### src/rtl/avalon_st_pkg.sv
// Shared helpers for the Avalon-ST data format adapters: width arithmetic
// and the adapter state encoding.
package avalon_st_pkg;

  typedef enum logic [0:0] {
    ST_IDLE = 1'b0,
    ST_BUSY = 1'b1
  } adapter_state_e;

  function automatic int clog2(input int value);
    int result;
    result = 0;
    while ((32'sd1 <<< result) < value) begin
      result = result + 32'sd1;
    end
    return result;
  endfunction

  // A zero-width empty field is not legal, so one-symbol streams still get a bit.
  function automatic int empty_width(input int symbols);
    return (clog2(symbols) > 32'sd0) ? clog2(symbols) : 32'sd1;
  endfunction

  function automatic int data_width(input int symbols, input int bits_per_symbol);
    return symbols * bits_per_symbol;
  endfunction

  function automatic bit is_pow2(input int value);
    return (value > 32'sd0) && ((value & (value - 32'sd1)) == 32'sd0);
  endfunction

endpackage

### src/rtl/avalon_st_data_format_downsizer.sv
// Splits each wide Avalon-ST beat into RATIO narrow beats, MSB slice first,
// trimming the trailing beats that would carry only empty symbols.
module avalon_st_data_format_downsizer
  import avalon_st_pkg::*;
#(
  parameter int IN_SYMBOLS      = 8,
  parameter int OUT_SYMBOLS     = 4,
  parameter int BITS_PER_SYMBOL = 8
) (
  input  logic                                              clk,
  input  logic                                              reset,
  output logic                                              in_ready,
  input  logic                                              in_valid,
  input  logic [data_width(IN_SYMBOLS, BITS_PER_SYMBOL)-1:0]  in_data,
  input  logic                                              in_startofpacket,
  input  logic                                              in_endofpacket,
  input  logic [empty_width(IN_SYMBOLS)-1:0]                in_empty,
  input  logic                                              out_ready,
  output logic                                              out_valid,
  output logic [data_width(OUT_SYMBOLS, BITS_PER_SYMBOL)-1:0] out_data,
  output logic                                              out_startofpacket,
  output logic                                              out_endofpacket,
  output logic [empty_width(OUT_SYMBOLS)-1:0]               out_empty
);

  localparam int RATIO  = IN_SYMBOLS / OUT_SYMBOLS;
  localparam int IN_W   = data_width(IN_SYMBOLS, BITS_PER_SYMBOL);
  localparam int OUT_W  = data_width(OUT_SYMBOLS, BITS_PER_SYMBOL);
  localparam int IN_EW  = empty_width(IN_SYMBOLS);
  localparam int OUT_EW = empty_width(OUT_SYMBOLS);
  localparam int IDX_W  = empty_width(RATIO);
  localparam int VW     = clog2(IN_SYMBOLS) + 1;

  if (!is_pow2(RATIO) || (RATIO < 2) || ((RATIO * OUT_SYMBOLS) != IN_SYMBOLS)) begin : g_ratio_check
    $error("IN_SYMBOLS/OUT_SYMBOLS must be an integer power of two >= 2");
  end

  adapter_state_e   state_r;
  adapter_state_e   state_nxt_s;
  logic [IDX_W-1:0] idx_r;
  logic [IDX_W-1:0] idx_nxt_s;
  logic             load_s;
  logic [IN_W-1:0]  hold_data_r;
  logic             hold_sop_r;
  logic             hold_eop_r;
  logic [IN_EW-1:0] hold_empty_r;

  logic [VW-1:0]     valid_syms_s;
  logic [IDX_W-1:0]  last_idx_s;
  logic [OUT_EW-1:0] last_empty_s;
  logic              busy_s;
  logic              last_s;
  logic [OUT_W-1:0]  hold_slices_s [RATIO];

  for (genvar g = 0; g < RATIO; g++) begin : g_slice
    assign hold_slices_s[g] = hold_data_r[IN_W-1-g*OUT_W -: OUT_W];
  end

  // Beat count and last-beat empty derived from the held word's valid symbols.
  always_comb begin
    if (hold_eop_r) begin
      valid_syms_s = VW'(IN_SYMBOLS) - VW'(hold_empty_r);
    end else begin
      valid_syms_s = VW'(IN_SYMBOLS);
    end
    last_idx_s   = IDX_W'((valid_syms_s - VW'(1)) / VW'(OUT_SYMBOLS));
    last_empty_s = OUT_EW'(((VW'(last_idx_s) + VW'(1)) * VW'(OUT_SYMBOLS)) - valid_syms_s);
    busy_s       = (state_r == ST_BUSY);
    last_s       = busy_s && (idx_r == last_idx_s);
  end

  // Output beat presentation; in_ready may follow out_ready combinationally.
  always_comb begin
    out_valid         = busy_s;
    out_data          = hold_slices_s[idx_r];
    out_startofpacket = busy_s && hold_sop_r && (idx_r == IDX_W'(0));
    out_endofpacket   = last_s && hold_eop_r;
    if (last_s && hold_eop_r) begin
      out_empty = last_empty_s;
    end else begin
      out_empty = OUT_EW'(0);
    end
    in_ready = (state_r == ST_IDLE) || (last_s && out_ready);
  end

  // Next-state logic: step through slices, reload on the last accepted beat.
  always_comb begin
    state_nxt_s = state_r;
    idx_nxt_s   = idx_r;
    load_s      = 1'b0;
    case (state_r)
      ST_IDLE: begin
        if (in_valid) begin
          load_s      = 1'b1;
          state_nxt_s = ST_BUSY;
          idx_nxt_s   = IDX_W'(0);
        end else begin
          state_nxt_s = ST_IDLE;
        end
      end
      ST_BUSY: begin
        if (out_ready) begin
          if (last_s) begin
            idx_nxt_s = IDX_W'(0);
            if (in_valid) begin
              load_s      = 1'b1;
              state_nxt_s = ST_BUSY;
            end else begin
              state_nxt_s = ST_IDLE;
            end
          end else begin
            idx_nxt_s = idx_r + IDX_W'(1);
          end
        end else begin
          state_nxt_s = ST_BUSY;
        end
      end
      default: begin
        state_nxt_s = ST_IDLE;
        idx_nxt_s   = IDX_W'(0);
      end
    endcase
  end

  // State and slice index registers.
  always_ff @(posedge clk or posedge reset) begin
    if (reset) begin
      state_r <= ST_IDLE;
      idx_r   <= IDX_W'(0);
    end else begin
      state_r <= state_nxt_s;
      idx_r   <= idx_nxt_s;
    end
  end

  // Holding register for the accepted wide beat and its framing.
  always_ff @(posedge clk or posedge reset) begin
    if (reset) begin
      hold_data_r  <= IN_W'(0);
      hold_sop_r   <= 1'b0;
      hold_eop_r   <= 1'b0;
      hold_empty_r <= IN_EW'(0);
    end else if (load_s) begin
      hold_data_r  <= in_data;
      hold_sop_r   <= in_startofpacket;
      hold_eop_r   <= in_endofpacket;
      hold_empty_r <= in_empty;
    end else begin
      hold_data_r  <= hold_data_r;
      hold_sop_r   <= hold_sop_r;
      hold_eop_r   <= hold_eop_r;
      hold_empty_r <= hold_empty_r;
    end
  end

endmodule

### config.mk
export PLATFORM = sky130hd
export DESIGN_NAME = avalon_st_data_format_downsizer
export DESIGN_NICKNAME = d
export VERILOG_FILES = /design/src/rtl/avalon_st_pkg.sv /design/src/rtl/avalon_st_data_format_downsizer.sv
export SDC_FILE = /design/constraint.sdc
export NUM_CORES = 1
export LEC_CHECK = 0
export ABC_AREA = 0
export BUFFER_PORTS_ARGS = -buffer_cell sky130_fd_sc_hd__buf_4
export CAP_MARGIN = 5
export CORE_AREA = 2 2 117 119
export DETAILED_ROUTE_END_ITERATION = 10
export DIE_AREA = 0 0 119 121
export SLEW_MARGIN = 15
export SYNTH_ARGS = -nofsm -noshare
export SYNTH_HDL_FRONTEND = slang
export SYNTH_SLANG_ARGS = --single-unit
### constraint.sdc
create_clock -name clk -period 2.4 [get_ports clk]
set_input_delay 0.12 -clock clk [delete_from_list [all_inputs] [get_ports clk]]
set_output_delay 0.12 -clock clk [all_outputs]
set_load 0.01 [all_outputs]
==> impl_metrics.csv <==
group,metric,value,unit
detailed_routing,wl,8320,µm
sta,clock.fmax,421,MHz
sta,period_share,99.0,%
power,comb_power_share,59.4,%
yosys,yosys.cell_types.count,25,
yosys,synth_warnings,0,
placed_design,post-place-ws,-3.74,ps
worst_hold_path,hp-start,"in_empty[1]",
placed_design,dp_hpwl,4840,µm
setup_path,worst-setup-path-type,"register to register",
detailed_routing,first_pass_iters,4,
floorplanning,die_area,14400,µm²
final_layout,area_delta_synth_final,57.1,%
floorplanning,start_util,24.7,%
grt,grt_use_met1,13.1,%
detailed_routing,first_iter_violations,66,
yosys,synth_area,3230,µm²
grt,grt_pass1_vias,2325,
detailed_routing,num_vias,2216,
sta,fin_skew,7.11,ps
power,p_seq_share,26.5,%
yosys,netlist_instances,215,
sta,worst_slew_pin_slew,559,ps
yosys,yosys.area_share.simple,2.52,%
final_layout,diodes,0,
detailed_routing,routedWlPerCell,15.7,µm
grt,use_met2,16.0,%
setup_path,required,2610,ps
grt,grt_max_degree,36,
yosys,synthXorXnorAreaFrac,1.36,%
floorplanning,die_h,121,µm
placed_design,numPortBuffers,110,
detailed_routing,via_per_inst,4.19,
grt,met3_usage,5.08,%
placed_design,dp.cells,497,
final_layout,fin_nets,424,
clock_network,clock_tree.buffer_depth,2,
yosys,syn_avg_cell_area,15.0,µm²
yosys,muxShareOfSynthArea,36.4,%
final_layout,final_util,38.8,%
power,vdd_drop_max,615,µV
final_layout,layout_common_cells,"116 x buf_4, 70 x dfrtp_1, 58 x mux2_4",
setup_path,worst-r2r-cell-count,10,
grt,busiest_layer,"met2",
final_layout,fill_cells,1261,
final_layout,drive_above_1_share,70.8,%
grt,grt_antenna_before_repair,0,
power,swShare,31.2,%
yosys,ys_ff_latch,71,
clock_network,clk_pin_slew,60,ps
setup_path,crit_start,"hold_empty_r[1]",
power,leakagePower,2.50,nW
power,p_clk_share,14.1,%
sta,rsz0062_at_grt,"yes",
yosys,synth_compound_area_share,1.28,%
sta,finalSetupViolations,0,
setup_path,r2r_slack,20,ps
clock_network,htreeDepth,3,
setup_path,cp-endpoint,"hold_data_r[51]",
flow_run,maxCapViolCount,0,
yosys,synth_top_family_by_area,"multiplexers",
sta,relSlewSlack,62.7,%
yosys,syn-num-nets,290,
sta,finalSetupTns,0,ps
clock_network,cts-root-buf,"clkbuf_16",
placed_design,place.gp.congestion,0.726,
sta,period_minus_slack,2380,ps
sta,hold_violations,0,
setup_path,cp-start-kind,"register",
sta,setup_slack,24.4,ps
power,p_sw,0.00255,W
setup_path,end_kind,"register",
clock_network,cts_tree,"done",
power,power.density,1610,nW/µm²
grt,gr-total-overflow,0,
grt,grt_pass1_wl,11700,µm
setup_path,path_max_fanout,8,
worst_hold_path,hold_depth,2,
grt,track_usage,10.6,%
final_layout,final_common_cell,"buf_4",
sta,drv_slew,0,
clock_network,clock_sinks,71,
setup_path,reg2reg_from,"hold_empty_r[1]",
yosys,yosysSeqAreaShare,55.0,%
floorplanning,rows,42,
worst_hold_path,hp-class,"primary input to register",
detailed_routing,ant_nets,0,
floorplanning,coreArea,13100,µm²
floorplanning,fp.dieW,119,µm
power,internal_power,0.00562,W
detailed_routing,post-route-drc-count,0,
setup_path,crit_arrival,2590,ps
clock_network,clk_latency,330,ps
final_layout,fin_cells,529,
status,status,"complete, no violations",
setup_path,worstReg2RegEnd,"hold_data_r[51]",
yosys,synth-adder-area-share,0.774,%
floorplanning,num_io_pins,111,
clock_network,numCtsBuffers,9,
[worst max-delay path: stages (launching register included)]
cell and delay, ps:
dfrtp_1 340, inv_1 50, ha_1 280, nand2_2 70
ha_4 180, xnor2_4 130, and2b_2 210, a211oi_4 300
buf_12 200, buf_8 150, mux2_2 340
[worst min-delay path by stage]
stage                     slack [ps]         endpoint
after CTS                        0.3  hold_data_r[44]
after detailed placement         220   hold_data_r[5]
final                             10  hold_empty_r[1]
after floorplan                  260        out_valid
after global placement           220   hold_data_r[5]
after global routing             0.9  hold_data_r[44]
[flip-flops by register name (all words and copies together), names as in the netlist]
name / count
idx_r: 1
hold_empty_r: 3
out_valid: 1
hold_eop_r: 1
hold_sop_r: 1
hold_data_r: 64
[per-layer routing]
metal / wire length, µm / share of wire, % / vias to the layer above
met5: 0 / 0 / -
met4: 114 / 1.4 / 0
met3: 615 / 7.4 / 9
met2: 3830 / 46 / 79
met1: 3760 / 45 / 1102
li1: - / - / 1026
[cell usage after synthesis, drive strengths merged]
master / number / area share (%)
a211oi: 1 / 0.62
and2: 2 / 0.39
and2b: 1 / 0.23
and3: 1 / 0.19
buf: 8 / 1.7
clkbuf: 4 / 0.46
dfrtp: 71 / 55
ha: 2 / 0.77
inv: 5 / 0.58
mux2: 101 / 36
nand2: 5 / 0.58
nand2b: 1 / 0.19
nand3b: 1 / 0.23
nor2: 1 / 0.12
nor2b: 1 / 0.19
nor4: 1 / 0.19
o21ai: 1 / 0.15
o22a: 1 / 0.27
o31ai: 1 / 0.23
or2: 1 / 0.19
xnor2: 2 / 0.54
xor2: 3 / 0.81
[per-stage QoR]
step,hold WS [ps],power (W),instance area (µm²)
CTS,0.258,0.00714,4650
detailed placement,221,0.00578,4310
floorplan,257,0.00449,3230
finish,13.7,0.00818,5080
global route,0.949,0.00873,5080
global placement,215,0.00570,4310
[area by class of cell]
cell class	instances	area (µm²)	share of cell area [%]
clock buffer	13	240	4.73
inverter	5	18.8	0.370
multi-input combinational	127	1580	31.1
sequential	71	1780	35.0
clock inverter	2	10.0	0.197
timing repair buffer	135	1230	24.2
tap	176	220	4.34
[power by group through the flow]
| stage | logic [W] | registers [W] | clock network [W] |
|---|---|---|---|
| 2_1_floorplan | 0.00244 | 0.00205 | 0 |
| 5_1_grt | 0.00521 | 0.00225 | 0.00127 |
| 6_report | 0.00485 | 0.00216 | 0.00116 |
| 3_5_place_dp | 0.00364 | 0.00214 | 0 |
| 4_1_cts | 0.00381 | 0.00213 | 0.00120 |
| 3_3_place_gp | 0.00358 | 0.00212 | 0 |
[cell families (layout without fill, tap and decap cells)]
group | Yosys count | in the layout
AOI/OAI and AO/OA | 4 | 4
xor gates and xnor gates | 5 | 5
adders and majority gates | 2 | 2
buffers and inverters | 17 | 155
DFF | 71 | 71
muxes | 101 | 101
and+or+nand+nor | 15 | 15
[timing repair]
action,in CTS,in global routing
hold endpoints to repair,25,0
hold buffers,4,0
setup buffers,1,2
endpoints found under the setup margin,33,73
resized for setup,2,60
pin swaps,1,3
cloned,1,9
Note: power is estimated with default switching activity, not from simulation.
